File: src/rtl/seg7_pkg.sv
// Shared constants for the seven-segment display path: frame width, blank frame
// and arbiter state encoding.
package seg7_pkg;

   localparam int unsigned SEG7_FRAME_W = 64;

   localparam logic [SEG7_FRAME_W-1:0] SEG7_BLANK = '0;

   localparam logic [0:0] ST_LOW  = 1'b0;
   localparam logic [0:0] ST_HOLD = 1'b1;

endpackage

File: src/rtl/seg7_dwell_timer.sv
// Loadable down-counter that saturates at zero; times the high-priority dwell.
module seg7_dwell_timer #(
   parameter int unsigned CNT_W = 2
) (
   input  logic             CLK100MHZ,
   input  logic             resetn,
   input  logic             clear,
   input  logic             load,
   input  logic [CNT_W-1:0] load_val,
   output logic             zero
);

   logic [CNT_W-1:0] cnt;

   always_ff @(posedge CLK100MHZ) begin
      if (!resetn || clear) begin
         cnt <= '0;
      end else if (load) begin
         cnt <= load_val;
      end else if (cnt != '0) begin
         cnt <= cnt - CNT_W'(1);
      end
   end

   assign zero = (cnt == '0);

endmodule

File: src/rtl/seg7_frame_arbiter.sv
// Two-source arbiter for the 8-character display: high-priority frames preempt
// and dwell for DWELL_CYCLES, then the latest low-priority frame is restored.
module seg7_frame_arbiter
   import seg7_pkg::*;
#(
   parameter int unsigned DWELL_CYCLES = 100_000_000,
   parameter int unsigned CNT_W        = $clog2(DWELL_CYCLES)
) (
   input  logic                    CLK100MHZ,
   input  logic                    resetn,
   input  logic                    clear,
   input  logic                    hi_valid,
   input  logic [SEG7_FRAME_W-1:0] hi_frame,
   output logic                    hi_ready,
   input  logic                    lo_valid,
   input  logic [SEG7_FRAME_W-1:0] lo_frame,
   output logic                    lo_ready,
   output logic [SEG7_FRAME_W-1:0] asciix8,
   output logic                    owner
);

   logic [0:0]              state_q;
   logic [0:0]              state_d;
   logic [SEG7_FRAME_W-1:0] shadow;
   logic                    hi_xfer;
   logic                    lo_xfer;
   logic                    zero;

   seg7_dwell_timer #(
      .CNT_W (CNT_W)
   ) u_timer (
      .CLK100MHZ (CLK100MHZ),
      .resetn    (resetn),
      .clear     (clear),
      .load      (hi_xfer),
      .load_val  (CNT_W'(DWELL_CYCLES - 1)),
      .zero      (zero)
   );

   // Ready depends only on state, timer, clear and reset -- never on valid.
   always_comb begin
      state_d  = state_q;
      hi_ready = 1'b0;
      lo_ready = 1'b0;
      if (resetn && !clear) begin
         lo_ready = 1'b1;
         hi_ready = (state_q == ST_LOW) || zero;
      end
      hi_xfer = hi_valid & hi_ready;
      lo_xfer = lo_valid & lo_ready;
      if (clear) begin
         state_d = ST_LOW;
      end else begin
         case (state_q)
            ST_LOW:  if (hi_xfer) state_d = ST_HOLD;
            ST_HOLD: if (zero && !hi_xfer) state_d = ST_LOW;
            default: state_d = ST_LOW;
         endcase
      end
   end

   always_ff @(posedge CLK100MHZ) begin
      if (!resetn) begin
         state_q <= ST_LOW;
      end else begin
         state_q <= state_d;
      end
   end

   always_ff @(posedge CLK100MHZ) begin
      if (!resetn || clear) begin
         asciix8 <= SEG7_BLANK;
         shadow  <= SEG7_BLANK;
         owner   <= 1'b0;
      end else begin
         if (lo_xfer) begin
            shadow <= lo_frame;
         end
         if (hi_xfer) begin
            asciix8 <= hi_frame;
            owner   <= 1'b1;
         end else if (state_q == ST_LOW) begin
            if (lo_xfer) begin
               asciix8 <= lo_frame;
            end
         end else if (zero) begin
            // Dwell expired: bypass a frame arriving this cycle, else restore shadow.
            asciix8 <= lo_valid ? lo_frame : shadow;
            owner   <= 1'b0;
         end
      end
   end

endmodule

File: config.mk
export PLATFORM = sky130hd
export DESIGN_NAME = seg7_frame_arbiter
export DESIGN_NICKNAME = d
export VERILOG_FILES = /design/src/rtl/seg7_pkg.sv /design/src/rtl/seg7_dwell_timer.sv /design/src/rtl/seg7_frame_arbiter.sv
export SDC_FILE = /design/constraint.sdc
export NUM_CORES = 1
export LEC_CHECK = 0
export ABC_AREA = 1
export CAP_MARGIN = 25
export CORE_ASPECT_RATIO = 0.9
export CORE_MARGIN = 2
export CORE_UTILIZATION = 25
export CTS_CLUSTER_DIAMETER = 50
export DETAILED_ROUTE_END_ITERATION = 8
export GPL_TIMING_DRIVEN = 0
export PLACE_DENSITY_LB_ADDON = 0.08
export SETUP_SLACK_MARGIN = 0.02
export SLEW_MARGIN = 25
export SYNTH_ARGS = -nofsm -noshare
export SYNTH_HDL_FRONTEND = slang
export SYNTH_SLANG_ARGS = --single-unit
File: constraint.sdc
create_clock -name CLK100MHZ -period 3.6 [get_ports CLK100MHZ]
set_input_delay 0.36 -clock CLK100MHZ [delete_from_list [all_inputs] [get_ports CLK100MHZ]]
set_output_delay 0.36 -clock CLK100MHZ [all_outputs]
set_load 0.02 [all_outputs]
==> impl_metrics.yaml <==
drt:
  detail_route.drc_violations: 0
  post_drt_via_cell_ratio: 4.45
  drt-wirelength-per-cell_um: 16.2
  drt-total-wl_mm: 30.8
  drtPass1Iterations: 5
  remaining_number_of_nets_flagged_by_the_antenna_check_after_routing: 0
  first_iter_violations: 433
  vias: 8448
worst_setup_path:
  cp-startpoint: "u_timer.cnt[0]$_SDFFE_PN0P_"
  cp-start-kind: "flip-flop"
  required_ps: 3240
  worst_r2r_startpoint: "u_timer.cnt[0]$_SDFFE_PN0P_"
  critical_setup_path_kind: "flip-flop to output port"
  critical_path_arrival_ps: 2980
  critPathCaptureType: "output port"
  crit_fanout: 10
floorplanning:
  die_width_um: 198
  placementRows: 63
  floorplan.die.height_um: 178
  design.core.area_sq_mm: 0.0331
  ios: 200
  dieArea_sq_mm: 0.0352
  start_util_pct: 25.5
finish:
  mostFrequentLayoutCells: "sky130_fd_sc_hd__nand2_1 (244), sky130_fd_sc_hd__inv_1 (216), sky130_fd_sc_hd__clkdlybuf4s50_1 (199), sky130_fd_sc_hd__dfxtp_1 (157), sky130_fd_sc_hd__nor2_1 (114)"
  area_delta_synth_final_pct: 37.8
  stdcell_area_sq_mm: 0.0116
  mostFrequentLayoutCell: "sky130_fd_sc_hd__nand2_1"
  fin_nets: 1596
  drive_gt1_share_pct: 9.42
timing:
  worst_slew_pin_slew_ps: 967
  report.final.setup_viol: 0
  final-max-slew-violation-count: 0
  finalCritPeriodShare_pct: 92.9
  clock_skew_ps: 13.6
  final_hold_viol_count: 0
  finalHoldWorstSlack_ps: 455
  slew_limit_headroom_pct: 35.5
  post-route-min-period_ps: 3340
  max_freq_mhz: 299
  rsz0062_at_grt: "no"
synthesis:
  netlist_area_sq_mm: 0.00844
  number_of_flops_mapped_to_enable_cells_by_yosys: 0
  synth_warnings: 0
  synthFlopType: "sky130_fd_sc_hd__dfxtp_1"
  postSynthAreaPerCell_sq_um: 6.78
  synthCells: 1244
  postSynthNetCount: 1378
  ys_seq_area_share_pct: 37.3
  async_flop_share_pct: 0
  unique_masters_post_synth: 33
  synth-seq-cells: 157
power:
  static-leakage-power_uw: 0.00490
  vdd_drop_max_uv: 347
  post-layout-total-power_uw: 5590
  power_per_cell_area_mw_per_mm2: 481
cts:
  clock_insertion_delay_worst_skew_ps: 440
  tritoncts.num_buffers: 17
  clockBufferDepth: 2
  cts.sinks: 157
  cts.root.buffer_cell: "sky130_fd_sc_hd__clkbuf_16"
  cts_max_level: 4
  tritoncts_clock_tree: "yes"
  cts.reportedPaths.clkPinSlew_ps: 60
place:
  place_congestion: 0.820
  detailed_place_hpwl_mm: 22.9
  dpl-instance-area_sq_mm: 0.0110
  portBuffers: 199
grt:
  global_route_congestion_overflow_total: 0
  use_met3_pct: 4.59
  grt_start_max_net_pins: 17
  first_pass_grt_wire_length_mm: 48.3
  overall_routing_resource_usage_pct: 17.9
  number_of_antenna_violations_at_the_first_check_in_global_routing: 3
  met2_usage_pct: 28.4
  gr-max-usage-layer: "met2"
  met1_usage_pct: 24.5
  first_global_vias: 8456
hold_path:
  hold_path.class: "flip-flop to flip-flop"
  startpoint_of_the_worst_hold_path: "shadow[23]$_SDFFE_PN0P_"
run:
  number_of_maximum_capacitance_constraint_violations: 0
run_status:
  outcome: "finished, final reports clean"
==> metal layers <==
metal / routed length [um] / vias up
met1: 15100 / 3820
li1: - / 4432
met4: 249 / 4
met5: 25 / -
met2: 13700 / 171
met3: 1820 / 21
==> critical path, cell delays in order, from the launching register on <==
cell and delay (ps):
sky130_fd_sc_hd__dfxtp_1 340, sky130_fd_sc_hd__inv_1 160, sky130_fd_sc_hd__ha_1 320, sky130_fd_sc_hd__nand2_1 140, sky130_fd_sc_hd__clkinv_2 100, sky130_fd_sc_hd__nand2_2 70, sky130_fd_sc_hd__nor2_4 170, sky130_fd_sc_hd__nand2_4 120
sky130_fd_sc_hd__buf_1 280, sky130_fd_sc_hd__a21oi_1 230, sky130_fd_sc_hd__clkdlybuf4s50_1 630
==> cell families after synthesis <==
kind of cell             Yosys count  share of synthesized area (%)
flip-flops                       157                           37.3
XOR/XNOR                          10                           1.04
buffers and inverters            316                           15.3
AO/OA/AOI/OAI                    223                           17.9
AND/OR/NAND/NOR                  537                           28.3
adder cells (fa/ha/maj)            1                          0.148
==> area by class of cell <==
cell class,count,area (sq um)
Antenna cell,1,2.50
Fill cell,3635,21500
Clock buffer,20,457
Sequential cell,157,3140
Multi-Input combinational cell,771,4000
Inverter,226,850
Timing Repair Buffer,199,1990
Tap cell,422,528
Buffer,90,445
Clock inverter,12,209
==> path summary, 6_finish.rpt <==
kind | slack (ps) | depth (start not counted) | to
hold reg to reg | 450 | 2 | shadow[23]$_SDFFE_PN0P_
hold / removal | 450 | 2 | shadow[23]$_SDFFE_PN0P_
setup / recovery | 260 | 10 | hi_ready
setup reg to reg | 1130 | 14 | asciix8[52]$_SDFFE_PN0P_
==> timing repair <==
action / 4_1_cts / 5_1_grt
buffers inserted: 0 / 0
endpoints found under the setup margin: 1 / 0
hold buffers: 0 / 0
resized for setup: 1 / 0
==> flip-flops by register name, summed over array words and instances (netlist names) <==
signal,cells
shadow,64
asciix8,64
state_q,1
u_timer.cnt,27
owner,1
==> stage by stage <==
stage	std cells	TNS [ps]	utilization, %	setup WS [ps]
2_1_floorplan	1244	0	-	1560
3_3_place_gp	1865	-73.2	33.1	-73.2
3_5_place_dp	1865	-79.3	33.1	-79.3
4_1_cts	1897	0	35.1	210
5_1_grt	1897	0	35.1	67.6
6_report	1898	0	35.1	257
==> synthesized netlist by cell type, types with 11 or more instances <==
cell	number	area share, %
sky130_fd_sc_hd__o21ai_0	72	4.3
sky130_fd_sc_hd__nand3_1	84	5.0
sky130_fd_sc_hd__inv_1	216	9.6
sky130_fd_sc_hd__dfxtp_1	157	37
sky130_fd_sc_hd__buf_4	11	0.98
sky130_fd_sc_hd__nor2_1	114	5.1
sky130_fd_sc_hd__nand2_1	244	11
sky130_fd_sc_hd__nand4_1	77	5.7
sky130_fd_sc_hd__a21oi_1	22	1.3
sky130_fd_sc_hd__a211oi_1	64	5.7
sky130_fd_sc_hd__a21oi_2	60	6.2
sky130_fd_sc_hd__clkbuf_1	58	2.6
==> power breakdown <==
part	internal, uW	leakage [uW]	switching [uW]
sequential	1860	0.00128	81.6
clock	1280	0.000317	807
combinational	609	0.00330	960
(Power assumes the default switching activity.)
